==> config.mk <==
export PLATFORM = sky130hd
export DESIGN_NAME = alu_issue_stage_flat
export DESIGN_NICKNAME = d
export VERILOG_FILES = /design/src/rtl/alu_issue_stage_if.sv /design/src/rtl/alu_issue_stage.sv /design/src/flat_wrapper.sv
export SDC_FILE = /design/constraint.sdc
export NUM_CORES = 1
export LEC_CHECK = 0
export BUFFER_PORTS_ARGS = -buffer_cell sky130_fd_sc_hd__buf_2
export CAP_MARGIN = 40
export CORE_MARGIN = 1
export CORE_UTILIZATION = 49
export CTS_CLUSTER_SIZE = 20
export DETAILED_ROUTE_END_ITERATION = 12
export HOLD_SLACK_MARGIN = 0.06
export PLACE_DENSITY = 0.86
export SYNTH_ARGS = -nofsm -noshare
export SYNTH_HDL_FRONTEND = slang
export SYNTH_SLANG_ARGS = --single-unit
==> constraint.sdc <==
create_clock -name clk -period 3.3 [get_ports clk]
set_input_delay 0 -clock clk [delete_from_list [all_inputs] [get_ports clk]]
set_output_delay 0 -clock clk [all_outputs]
set_load 0.02 [all_outputs]
==> src/rtl/alu_issue_stage_if.sv <==
// alu_issue_stage_if: handshake and payload bundle for the ID->EX ALU issue
// stage. The decode-side request and the EX-side ALU operands share one bundle.
// The stage itself binds to the slave modport. The environment (decode and EX
// together) binds to the master modport.
interface alu_issue_stage_if #(
    parameter int XLEN = 32
);
    // Decode -> stage
    logic            in_valid;
    logic            in_ready;
    logic [31:0]     in_instr;
    logic [XLEN-1:0] in_pc;
    logic [XLEN-1:0] in_rs1_data;
    logic [XLEN-1:0] in_rs2_data;

    // Stage -> EX
    logic            out_valid;
    logic            out_ready;
    logic [3:0]      alu_sel;
    logic [XLEN-1:0] alu_in1;
    logic [XLEN-1:0] alu_in2;
    logic [4:0]      out_rd;
    logic            out_reg_wen;
    logic            out_illegal;

    modport slave (
        input  in_valid, in_instr, in_pc, in_rs1_data, in_rs2_data, out_ready,
        output in_ready, out_valid, alu_sel, alu_in1, alu_in2, out_rd,
               out_reg_wen, out_illegal
    );

    modport master (
        output in_valid, in_instr, in_pc, in_rs1_data, in_rs2_data, out_ready,
        input  in_ready, out_valid, alu_sel, alu_in1, alu_in2, out_rd,
               out_reg_wen, out_illegal
    );
endinterface

==> src/rtl/alu_issue_stage.sv <==
// alu_issue_stage: ID->EX register stage for RV32I ALU instructions.
// Decodes the instruction into a 4-bit ALU select and two operands, then
// registers them behind a valid/ready handshake. A synchronous flush kills
// every held entry.
// Optional feature: define ALU_ISSUE_SKID_EN to add a one-entry skid buffer.
// With the skid buffer, in_ready is registered and no longer depends
// combinationally on out_ready.
// Only XLEN = 32 is supported.
module alu_issue_stage #(
    parameter int XLEN = 32
) (
    input  logic              clk,
    input  logic              rst_n,
    input  logic              flush,
    alu_issue_stage_if.slave  bus
);

    typedef enum logic [3:0] {
        ALU_ADD  = 4'd0,
        ALU_SUB  = 4'd1,
        ALU_SLL  = 4'd2,
        ALU_SLT  = 4'd3,
        ALU_SLTU = 4'd4,
        ALU_XOR  = 4'd5,
        ALU_SRL  = 4'd6,
        ALU_SRA  = 4'd7,
        ALU_OR   = 4'd8,
        ALU_AND  = 4'd9,
        ALU_PASS = 4'd10
    } alu_sel_e;

    localparam logic [6:0] OPC_OP     = 7'b0110011;
    localparam logic [6:0] OPC_OP_IMM = 7'b0010011;
    localparam logic [6:0] OPC_LUI    = 7'b0110111;
    localparam logic [6:0] OPC_AUIPC  = 7'b0010111;
    localparam logic [6:0] OPC_LOAD   = 7'b0000011;
    localparam logic [6:0] OPC_JALR   = 7'b1100111;
    localparam logic [6:0] OPC_STORE  = 7'b0100011;
    localparam logic [6:0] OPC_BRANCH = 7'b1100011;
    localparam logic [6:0] OPC_JAL    = 7'b1101111;

    localparam logic [6:0] F7_BASE = 7'b0000000;
    localparam logic [6:0] F7_ALT  = 7'b0100000;

    // One EX-stage entry: everything the ALU and writeback need.
    typedef struct packed {
        alu_sel_e        sel;
        logic [XLEN-1:0] in1;
        logic [XLEN-1:0] in2;
        logic [4:0]      rd;
        logic            reg_wen;
        logic            illegal;
    } entry_t;

    // ------------------------------------------------------------------
    // Instruction fields and immediates
    // ------------------------------------------------------------------
    logic [31:0]     instr;
    logic [6:0]      opcode;
    logic [2:0]      f3;
    logic [6:0]      f7;
    logic [XLEN-1:0] imm_i;
    logic [XLEN-1:0] imm_s;
    logic [XLEN-1:0] imm_b;
    logic [XLEN-1:0] imm_u;
    logic [XLEN-1:0] imm_j;

    assign instr  = bus.in_instr;
    assign opcode = instr[6:0];
    assign f3     = instr[14:12];
    assign f7     = instr[31:25];

    assign imm_i = {{20{instr[31]}}, instr[31:20]};
    assign imm_s = {{20{instr[31]}}, instr[31:25], instr[11:7]};
    assign imm_b = {{19{instr[31]}}, instr[31], instr[7], instr[30:25], instr[11:8], 1'b0};
    assign imm_u = {instr[31:12], 12'b0};
    assign imm_j = {{11{instr[31]}}, instr[31], instr[19:12], instr[20], instr[30:21], 1'b0};

    // ------------------------------------------------------------------
    // Decode
    // ------------------------------------------------------------------
    entry_t dec;

    // Decode the offered instruction into an EX entry.
    always_comb begin
        // NOTE: every field gets a default first, so no path through the
        // case statements can leave a field unassigned and infer a latch.
        dec         = '0;
        dec.sel     = ALU_ADD;
        dec.rd      = instr[11:7];

        unique case (opcode)
            OPC_OP: begin
                dec.in1     = bus.in_rs1_data;
                dec.in2     = bus.in_rs2_data;
                dec.reg_wen = 1'b1;
                case ({f7, f3})
                    {F7_BASE, 3'b000}: dec.sel = ALU_ADD;
                    {F7_BASE, 3'b001}: dec.sel = ALU_SLL;
                    {F7_BASE, 3'b010}: dec.sel = ALU_SLT;
                    {F7_BASE, 3'b011}: dec.sel = ALU_SLTU;
                    {F7_BASE, 3'b100}: dec.sel = ALU_XOR;
                    {F7_BASE, 3'b101}: dec.sel = ALU_SRL;
                    {F7_BASE, 3'b110}: dec.sel = ALU_OR;
                    {F7_BASE, 3'b111}: dec.sel = ALU_AND;
                    {F7_ALT,  3'b000}: dec.sel = ALU_SUB;
                    {F7_ALT,  3'b101}: dec.sel = ALU_SRA;
                    default:           dec.illegal = 1'b1;
                endcase
            end
            OPC_OP_IMM: begin
                dec.in1     = bus.in_rs1_data;
                dec.in2     = imm_i;
                dec.reg_wen = 1'b1;
                case (f3)
                    3'b000: dec.sel = ALU_ADD;
                    3'b001: begin
                        if (f7 == F7_BASE) dec.sel = ALU_SLL;
                        else               dec.illegal = 1'b1;
                    end
                    3'b010: dec.sel = ALU_SLT;
                    3'b011: dec.sel = ALU_SLTU;
                    3'b100: dec.sel = ALU_XOR;
                    3'b101: begin
                        if (f7 == F7_BASE)     dec.sel = ALU_SRL;
                        else if (f7 == F7_ALT) dec.sel = ALU_SRA;
                        else                   dec.illegal = 1'b1;
                    end
                    3'b110: dec.sel = ALU_OR;
                    default: dec.sel = ALU_AND;
                endcase
            end
            OPC_LUI: begin
                dec.sel     = ALU_PASS;
                dec.in2     = imm_u;
                dec.reg_wen = 1'b1;
            end
            OPC_AUIPC: begin
                dec.in1     = bus.in_pc;
                dec.in2     = imm_u;
                dec.reg_wen = 1'b1;
            end
            OPC_LOAD, OPC_JALR: begin
                dec.in1     = bus.in_rs1_data;
                dec.in2     = imm_i;
                dec.reg_wen = 1'b1;
            end
            OPC_STORE: begin
                dec.in1 = bus.in_rs1_data;
                dec.in2 = imm_s;
            end
            OPC_BRANCH: begin
                dec.in1 = bus.in_pc;
                dec.in2 = imm_b;
            end
            OPC_JAL: begin
                dec.in1     = bus.in_pc;
                dec.in2     = imm_j;
                dec.reg_wen = 1'b1;
            end
            default: dec.illegal = 1'b1;
        endcase

        // The ALU shifter only looks at a 5-bit shift amount; clear the rest so
        // EX never sees junk upper bits from rs2 or the I-immediate.
        if (dec.sel inside {ALU_SLL, ALU_SRL, ALU_SRA}) begin
            dec.in2 = {{(XLEN-5){1'b0}}, dec.in2[4:0]};
        end

        // Undecodable instructions still flow to EX, but as a harmless ADD 0+0.
        if (dec.illegal) begin
            dec.sel     = ALU_ADD;
            dec.in1     = '0;
            dec.in2     = '0;
            dec.reg_wen = 1'b0;
        end

        // x0 is hardwired to zero, so a write to it is dropped here.
        if (dec.rd == 5'd0) begin
            dec.reg_wen = 1'b0;
        end
    end

    // ------------------------------------------------------------------
    // Output register and handshake
    // ------------------------------------------------------------------
    entry_t out_q;
    entry_t out_d;
    logic   out_valid_q;
    logic   out_valid_d;
    logic   out_free;
    logic   in_xfer;

    // The output slot can take a new entry if it is empty or being drained.
    assign out_free = !out_valid_q || bus.out_ready;

`ifdef ALU_ISSUE_SKID_EN
    entry_t skid_q;
    entry_t skid_d;
    logic   skid_valid_q;
    logic   skid_valid_d;

    // Registered ready: the stage accepts whenever the skid slot is empty.
    assign bus.in_ready = !flush && !skid_valid_q;
    assign in_xfer      = bus.in_valid && bus.in_ready;

    // Next state for the output slot and the skid slot. The skid entry always
    // drains before new input, which keeps instructions in order.
    always_comb begin
        out_d        = out_q;
        out_valid_d  = out_valid_q;
        skid_d       = skid_q;
        skid_valid_d = skid_valid_q;
        if (flush) begin
            out_valid_d  = 1'b0;
            skid_valid_d = 1'b0;
        end else if (skid_valid_q) begin
            if (out_free) begin
                out_d        = skid_q;
                out_valid_d  = 1'b1;
                skid_valid_d = 1'b0;
            end
        end else if (in_xfer) begin
            if (out_free) begin
                out_d       = dec;
                out_valid_d = 1'b1;
            end else begin
                skid_d       = dec;
                skid_valid_d = 1'b1;
            end
        end else if (bus.out_ready) begin
            out_valid_d = 1'b0;
        end
    end

    // Skid slot state.
    always_ff @(posedge clk or negedge rst_n) begin
        if (!rst_n) begin
            skid_q       <= '0;
            skid_valid_q <= 1'b0;
        end else begin
            skid_q       <= skid_d;
            skid_valid_q <= skid_valid_d;
        end
    end
`else
    // Without a skid slot, ready follows the output slot combinationally.
    assign bus.in_ready = !flush && out_free;
    assign in_xfer      = bus.in_valid && bus.in_ready;

    // Next state for the single output slot. A load and a drain on the same
    // edge replace the entry with no bubble.
    always_comb begin
        out_d       = out_q;
        out_valid_d = out_valid_q;
        if (flush) begin
            out_valid_d = 1'b0;
        end else if (in_xfer) begin
            out_d       = dec;
            out_valid_d = 1'b1;
        end else if (bus.out_ready) begin
            out_valid_d = 1'b0;
        end
    end
`endif

    // Output slot state.
    always_ff @(posedge clk or negedge rst_n) begin
        if (!rst_n) begin
            // NOTE: the payload is reset along with the valid bit because EX
            // observes these registers directly and expects zeros after reset.
            out_q       <= '0;
            out_valid_q <= 1'b0;
        end else begin
            // NOTE: non-blocking assignments here keep every register updating
            // from the pre-edge values, independent of statement order.
            out_q       <= out_d;
            out_valid_q <= out_valid_d;
        end
    end

    assign bus.out_valid   = out_valid_q;
    assign bus.alu_sel     = out_q.sel;
    assign bus.alu_in1     = out_q.in1;
    assign bus.alu_in2     = out_q.in2;
    assign bus.out_rd      = out_q.rd;
    assign bus.out_reg_wen = out_q.reg_wen;
    assign bus.out_illegal = out_q.illegal;

endmodule

==> src/flat_wrapper.sv <==
// flat-port wrapper written by rule: the top's interface ports become plain ports
module alu_issue_stage_flat 
#(
    parameter int XLEN = 32
)
  (clk, rst_n, flush, bus_in_valid, bus_in_instr, bus_in_pc, bus_in_rs1_data, bus_in_rs2_data, bus_out_ready, bus_in_ready, bus_out_valid, bus_alu_sel, bus_alu_in1, bus_alu_in2, bus_out_rd, bus_out_reg_wen, bus_out_illegal);
  alu_issue_stage_if #(.XLEN(XLEN)) bus_i ();
  input  logic clk;
  input  logic rst_n;
  input  logic flush;
  input wire logic [$bits(bus_i.in_valid)-1:0] bus_in_valid;
  input wire logic [$bits(bus_i.in_instr)-1:0] bus_in_instr;
  input wire logic [$bits(bus_i.in_pc)-1:0] bus_in_pc;
  input wire logic [$bits(bus_i.in_rs1_data)-1:0] bus_in_rs1_data;
  input wire logic [$bits(bus_i.in_rs2_data)-1:0] bus_in_rs2_data;
  input wire logic [$bits(bus_i.out_ready)-1:0] bus_out_ready;
  output wire logic [$bits(bus_i.in_ready)-1:0] bus_in_ready;
  output wire logic [$bits(bus_i.out_valid)-1:0] bus_out_valid;
  output wire logic [$bits(bus_i.alu_sel)-1:0] bus_alu_sel;
  output wire logic [$bits(bus_i.alu_in1)-1:0] bus_alu_in1;
  output wire logic [$bits(bus_i.alu_in2)-1:0] bus_alu_in2;
  output wire logic [$bits(bus_i.out_rd)-1:0] bus_out_rd;
  output wire logic [$bits(bus_i.out_reg_wen)-1:0] bus_out_reg_wen;
  output wire logic [$bits(bus_i.out_illegal)-1:0] bus_out_illegal;
  assign bus_i.in_valid = bus_in_valid;
  assign bus_i.in_instr = bus_in_instr;
  assign bus_i.in_pc = bus_in_pc;
  assign bus_i.in_rs1_data = bus_in_rs1_data;
  assign bus_i.in_rs2_data = bus_in_rs2_data;
  assign bus_i.out_ready = bus_out_ready;
  assign bus_in_ready = bus_i.in_ready;
  assign bus_out_valid = bus_i.out_valid;
  assign bus_alu_sel = bus_i.alu_sel;
  assign bus_alu_in1 = bus_i.alu_in1;
  assign bus_alu_in2 = bus_i.alu_in2;
  assign bus_out_rd = bus_i.out_rd;
  assign bus_out_reg_wen = bus_i.out_reg_wen;
  assign bus_out_illegal = bus_i.out_illegal;
  alu_issue_stage #(.XLEN(XLEN)) u_core (.clk(clk), .rst_n(rst_n), .flush(flush), .bus(bus_i));
endmodule
==> results.json, run 1 <==
{
  "status": "completed",
  "groute.usage.overall_pct": 40.2,
  "via_per_inst": 6.06,
  "num_vias": 5088,
  "r2r_end": "u_core.bus.alu_in2[27]",
  "worstHoldStart": "bus_in_rs2_data[14]",
  "hp-class": "in2reg",
  "rr_worst_depth": 6,
  "htree_levels": 3,
  "drive_above_1_share_pct": 34.0,
  "worst_skew_pair.late_latency_ns": 0.35,
  "synth.most_common_cell": "nand2_1",
  "place_congestion": 0.850,
  "synth_area_um2": 3970,
  "rows": 32,
  "postRouteWirelength_um": 16700,
  "firstDrtPassIters": 6,
  "io_pins": 210,
  "cts_sinks": 76,
  "placed_cell_area_um2": 5070,
  "ys_warn_count": 0,
  "cts_buffer_depth": 2,
  "syn_nets": 556,
  "min_to": "u_core.bus.alu_in2[14]",
  "antenna_found_initial": 0,
  "postCtsSetupRepairBufs": 0,
  "fin_area_um2": 6450,
  "p_per_area_nw_per_um2": 317,
  "drtAntennaViolNets": 0,
  "die-area_um2": 8460,
  "synth_seq_area_share_pct": 47.9,
  "finClkSkew_ns": 0.00847,
  "fillCellCount": 420,
  "numCtsBuffers": 9,
  "cap_violations": 0,
  "cp_max_fo": 40,
  "synth-edff-count": 0,
  "worst-r2r-setup-slack_ns": 0.68,
  "cts_tree": "built",
  "slew_headroom_pct": 42.1,
  "ir_drop_mv": 0.207,
  "die_width_um": 92.0,
  "ys_top_cells_by_area": "dfrtp_1 48%, nand2_1 7.3%, a22oi_1 7.2%",
  "portBuffers": 209,
  "ys_ff_latch": 76,
  "seqCellArea_um2": 1900,
  "initial_utilization_pct": 51.1,
  "grt_pass1_wl_um": 26300,
  "core_um2": 7770,
  "yosys.area.top_type": "dfrtp_1",
  "syn_area_per_cell_um2": 9.38,
  "wl_per_cell_um": 19.9,
  "area_delta_synth_final_pct": 62.6,
  "initialDrtViolationCount": 493,
  "end_kind": "flip-flop",
  "ctsRootBufferMaster": "clkbuf_8",
  "critPathKind": "reg2reg",
  "r2r_start": "u_core.bus.out_valid",
  "fin_setup_tns_ns": 0,
  "post_cts_resized": 0,
  "synth_flop_cell": "dfrtp_1",
  "rsz0062_at_grt": "false",
  "finalHoldViolations": 0,
  "max_freq_mhz": 381,
  "grt_max_degree": 76,
  "die_h_um": 92.0,
  "overflow": 0,
  "arrival_ns": 2.88,
  "grt_pass1_vias": 5118,
  "tightestPinTransition_ns": 0.866,
  "setup_violations": 0,
  "async_flop_share_pct": 100,
  "drc": 0,
  "syn_inst": 423,
  "synth_cell_types": 52,
  "fin_crit_sh_pct": 79.5,
  "final_nets": 866,
  "p_leak_nw": 2.97,
  "report.final.slew_viol_count": 0,
  "synth_top_area_share_pct": 47.9,
  "fin_crit_ns": 2.62,
  "path_clk_slew_ns": 0.09,
  "multi_input_area_um2": 1880,
  "diodes": 0,
  "hpwlAfterDp_um": 9400,
  "cp-start-kind": "flip-flop",
  "hold_path_depth": 3,
  "synthTopCellsByCount": "77 x nand2_1, 76 x dfrtp_1, 47 x o21ai_0, 38 x a22oi_1, 29 x clkbuf_1",
  "critical_path_required_ns": 3.55
}
==> registers in the layout, summed over array words and instances (netlist names) <==
name / flops
u_core.bus.alu_in1: 32
u_core.bus.alu_sel: 4
u_core.bus.out_valid: 1
u_core.bus.out_illegal: 1
u_core.bus.alu_in2: 32
u_core.bus.out_rd: 5
u_core.bus.out_reg_wen: 1
==> area by class of cell <==
class	instances	share of cell area, %
timing repair buffer	336	35.7
inverter	8	0.466
sequential	76	29.5
tap	102	1.98
clock buffer	11	2.19
clock inverter	5	0.931
multi-input combinational	302	29.2
==> routing by layer <==
metal	up-vias	track usage (%)	routed length, um
met5	-	0	0
met4	0	17.3	572
met3	59	9.54	1680
met2	404	68.2	8320
met1	2414	48.8	6130
li1	2211	-	-
==> placed cells by master (no fill, tap or decap), types with 4 or more instances in the layout <==
master / n
nor2_1: 12
inv_1: 8
nand2b_1: 5
clkbuf_8: 10
nand2_1: 77
o21ai_0: 47
mux2_2: 5
a222oi_1: 4
dfrtp_1: 76
a22o_1: 4
nor3_1: 6
buf_2: 209
a221oi_1: 20
a21oi_1: 6
o31ai_1: 27
nand3_1: 5
dlygate4sd3_1: 117
a22oi_1: 38
buf_4: 9
==> worst max-delay path, cell delays in order (launching register included) <==
cell     delay [ns]
dfrtp_1        0.39
nor2b_1        0.15
or3b_2         0.46
a211o_1        0.30
a311o_2        0.62
buf_4          0.31
o31ai_1        0.29
==> worst max path at each step <==
stage | slack [ns] | endpoint | startpoint | cells past startpoint
detailed placement | 0.76 | u_core.bus.alu_in2[22] | u_core.bus.out_valid | 6
floorplan | 1.05 | u_core.bus.alu_in2[12] | u_core.bus.out_valid | 8
CTS | 0.72 | u_core.bus.alu_in2[22] | u_core.bus.out_valid | 6
global placement | 0.83 | u_core.bus.alu_in2[26] | u_core.bus.out_valid | 6
finish | 0.68 | u_core.bus.alu_in2[27] | u_core.bus.out_valid | 6
global route | 0.56 | u_core.bus.alu_in2[27] | u_core.bus.out_valid | 6
==> where the power goes <==
part           internal, mW  leakage, nW  total (mW)  switching, mW
sequential            0.945         1.04       0.955        0.00914
clock                 0.373       0.0999       0.725          0.352
combinational         0.179         1.83       0.366          0.187
total                  1.50         2.97        2.05          0.548
==> repair_timing <==
item / in CTS / in global routing
setup endpoints to repair: 0 / 0
hold buffers: 117 / 0
hold endpoints to repair: 143 / 0
==> cell families (layout without fill, tap and decap cells) <==
| kind of cell | after synthesis | after routing | share of synthesized area, % |
|---|---|---|---|
| simple gates | 129 | 129 | 15.3 |
| compound gates | 167 | 167 | 30.3 |
| xor+xnor | 1 | 1 | 0.221 |
| flops | 76 | 76 | 47.9 |
| mux | 5 | 5 | 1.42 |
| buf+inv | 45 | 360 | 4.79 |
==> per-stage QoR <==
step | std cells | power, mW | hold WS [ns] | util [%] | setup WS, ns
detailed placement | 706 | 1.24 | -0.0141 | 65.3 | 0.757
CTS | 839 | 2.03 | 0.0603 | 83.0 | 0.721
global placement | 705 | 1.23 | 0.188 | 65.0 | 0.827
finish | 840 | 2.05 | 0.0691 | 83.0 | 0.675
global route | 840 | 2.12 | 0.0965 | 83.0 | 0.558
floorplan | 423 | 1.09 | -0.296 | - | 1.05
Note: power is estimated with default switching activity, not from simulation.
==> run 2, diff against run 1 <==
--- a/config.mk
+++ b/config.mk
@@ -5,14 +5,15 @@
 export SDC_FILE = /design/constraint.sdc
 export NUM_CORES = 1
 export LEC_CHECK = 0
+export ABC_AREA = 1
 export BUFFER_PORTS_ARGS = -buffer_cell sky130_fd_sc_hd__buf_2
 export CAP_MARGIN = 40
 export CORE_MARGIN = 1
-export CORE_UTILIZATION = 49
+export CORE_UTILIZATION = 48
 export CTS_CLUSTER_SIZE = 20
 export DETAILED_ROUTE_END_ITERATION = 12
 export HOLD_SLACK_MARGIN = 0.06
-export PLACE_DENSITY = 0.86
+export PLACE_DENSITY = 0.81
 export SYNTH_ARGS = -nofsm -noshare
 export SYNTH_HDL_FRONTEND = slang
 export SYNTH_SLANG_ARGS = --single-unit
==> constraint.sdc (replaced) <==
create_clock -name clk -period 2.6 [get_ports clk]
set_input_delay 0 -clock clk [delete_from_list [all_inputs] [get_ports clk]]
set_output_delay 0 -clock clk [all_outputs]
set_load 0.02 [all_outputs]
==> run 2 against run 1 <==
Effect of this change: sequential power increased by 27%; synthesized cell count increased by 75%; largest power group unchanged; combinational power increased by 24%; critical endpoint is now u_core.bus.alu_in1[21]; clock skew increased by 0.0069 ns.
==> results.json, run 2 <==
{
  "status": "completed",
  "synth_cell_types": 34,
  "area_delta_synth_final_pct": 44.7,
  "final_cell_mix": "282 x nand2_1, 208 x buf_2, 90 x nor2_1",
  "firstDrtPassIters": 5,
  "pre_cts_ws_ns": 0.634,
  "synth_top_area_share_pct": 39.3,
  "fin_crit_ns": 2.21,
  "postCtsSetupRepairBufs": 0,
  "path_common_cell": "nand2_1",
  "cts_sinks": 76,
  "critPathMaxStageDelay_ns": 0.57,
  "hpwlAfterDp_um": 11300,
  "grt_pass1_wl_um": 29500,
  "finalHoldViolations": 0,
  "portBuffers": 209,
  "cts_tree": "built",
  "tightestPinTransition_ns": 0.834,
  "cp_max_fo": 32,
  "fillCellCount": 763,
  "synthTopCellsByCount": "283 x nand2_1, 90 x nor2_1, 88 x inv_1, 76 x dfrtp_1, 51 x nand3_1",
  "place_congestion": 0.905,
  "setup_slack_ns": 0.389,
  "p_per_area_nw_per_um2": 377,
  "ys_warn_count": 0,
  "synth_seq_area_share_pct": 39.3,
  "initial_utilization_pct": 49.6,
  "drc": 0,
  "ys_top_cells_by_area": "dfrtp_1 39%, nand2_1 22%, nor2_1 7.0%",
  "p_leak_nw": 3.87,
  "die_width_um": 102,
  "total_power_mw": 2.65,
  "finClkSkew_ns": 0.0153,
  "rsz0062_at_grt": "false",
  "slowest_stage": "dlygate4sd3_1",
  "initialDrtViolationCount": 451,
  "r2r_end": "u_core.bus.alu_in1[18]",
  "critical_path_required_ns": 2.86,
  "ys_ff_latch": 76,
  "async_flop_share_pct": 100,
  "utilization_pct": 71.7,
  "final_common_cell": "nand2_1",
  "rr_worst_depth": 9,
  "drtAntennaViolNets": 0,
  "max_freq_mhz": 452,
  "grt_max_degree": 78,
  "slew_headroom_pct": 44.4,
  "synth_flop_cell": "dfrtp_1",
  "final_nets": 1151,
  "syn_inst": 742,
  "antenna_found_initial": 1,
  "setup_violations": 0,
  "syn_nets": 875,
  "ir_drop_mv": 0.276,
  "die_h_um": 102,
  "synth.most_common_cell": "nand2_1",
  "yosys.area.top_type": "dfrtp_1",
  "crit_chain": "buf_2 -> inv_1 -> nand2_1 -> inv_1 -> nand2_1 -> nor2_2 -> a21oi_1 -> nand2_1 -> buf_4 -> nand2_1 -> o21a_1 -> dlygate4sd3_1 -> o21ai_0",
  "cts_buffer_depth": 2,
  "synth-edff-count": 0,
  "placed_cells": 1058,
  "io_pins": 210,
  "rows": 36,
  "postRouteWirelength_um": 19300,
  "hold_path_depth": 5,
  "wl_per_cell_um": 16.7,
  "worst_skew_pair.late_latency_ns": 0.36,
  "r2r_start": "u_core.bus.out_valid",
  "report.final.slew_viol_count": 0,
  "htree_levels": 3,
  "grt_pass1_vias": 5810,
  "num_vias": 6132,
  "diodes": 0,
  "min_to": "u_core.bus.alu_in2[0]",
  "path_clk_slew_ns": 0.10,
  "core_um2": 9770,
  "hp-class": "in2reg",
  "numCtsBuffers": 9,
  "drive_above_1_share_pct": 24.5,
  "final_cell_count_no_fill": 1156,
  "fin_setup_tns_ns": 0,
  "cap_violations": 0,
  "critPathKind": "in2reg",
  "ctsRootBufferMaster": "clkbuf_8",
  "cp-start-kind": "primary input",
  "worst-r2r-setup-slack_ns": 0.63,
  "fin_crit_sh_pct": 85.0,
  "synth_area_um2": 4840,
  "groute.usage.overall_pct": 37.4,
  "overflow": 0,
  "via_per_inst": 5.30,
  "end_kind": "flip-flop",
  "arrival_ns": 2.47,
  "worstHoldStart": "bus_in_instr[20]",
  "syn_area_per_cell_um2": 6.53,
  "die-area_um2": 10500
}
run 2: cell count changes in the layout (fill, tap and decap cells not counted), sizes merged, moves of 4 or more:
cell and delta:
mux2 -5, o21ai +5, a221oi -20, nand2b -5, nand3 +50, inv +84
a222oi -4, o31ai -27, o21a +31, a22o -4, dlygate4sd3 -35, nand2 +208
a22oi -37, nor2 +82
run 2: layout make-up:
| cell class | count | area (um2) | area share (%) |
|---|---|---|---|
| sequential | 76 | 1900 | 27.1 |
| timing repair buffer | 299 | 1960 | 27.9 |
| clock inverter | 6 | 70.1 | 0.999 |
| multi-input combinational | 541 | 2440 | 34.8 |
| clock buffer | 10 | 138 | 1.96 |
| inverter | 91 | 342 | 4.87 |
| tap | 133 | 166 | 2.37 |
run 2: worst max-delay path by stage:
stage,from,to,slack (ns),cells after the start
final,bus_in_instr[4],u_core.bus.alu_in1[21],0.39,13
after global routing,bus_in_instr[4],u_core.bus.alu_in1[3],0.25,13
after CTS,bus_in_instr[4],u_core.bus.alu_in1[6],0.55,13
after detailed placement,bus_in_instr[5],u_core.bus.alu_in2[8],0.63,13
after global placement,bus_in_instr[1],u_core.bus.alu_in1[18],0.44,10
after floorplan,u_core.bus.out_valid,u_core.bus.alu_in2[30],0.62,12
run 2: repair_timing:
item	4_1_cts	5_1_grt
resized for setup	0	0
endpoints found under the hold margin	121	0
hold buffers	82	0
endpoints found under the setup margin	0	0
run 2: stage by stage:
stage,hold slack [ns],instance area [um2]
after floorplan,-0.296,4840
after global placement,0.172,5940
after detailed placement,-0.0382,5980
after CTS,0.0668,7010
after global routing,0.0762,7010
final,0.0629,7010
run 2: critical path: cells and delay by family:
kind / cells / cell delay, ns
AND/OR/NAND/NOR: 5 / 0.77
AO/OA/AOI/OAI: 3 / 0.43
buffers and inverters: 5 / 1.26
run 2: kinds of logic after synthesis:
family                 after synthesis  synth area share, %
DFF                                 76                 39.3
AOI/OAI and AO/OA                   97                 12.2
and+or+nand+nor                    444                 37.9
buffers and inverters              125                 10.6
run 2: routing by layer:
metal | share of wire, % | GRT usage, %
met1 | 38 | 44.3
met2 | 46 | 59.9
met3 | 10 | 10.9
met4 | 5.7 | 22.6
met5 | 0.052 | 0
run 2: where the power goes:
| group | internal (mW) | switching, mW | leakage, nW | total, mW |
|---|---|---|---|---|
| combinational | 0.197 | 0.257 | 2.72 | 0.455 |
| sequential | 1.20 | 0.0113 | 1.05 | 1.21 |
| clock | 0.479 | 0.503 | 0.107 | 0.982 |
| total | 1.88 | 0.771 | 3.87 | 2.65 |
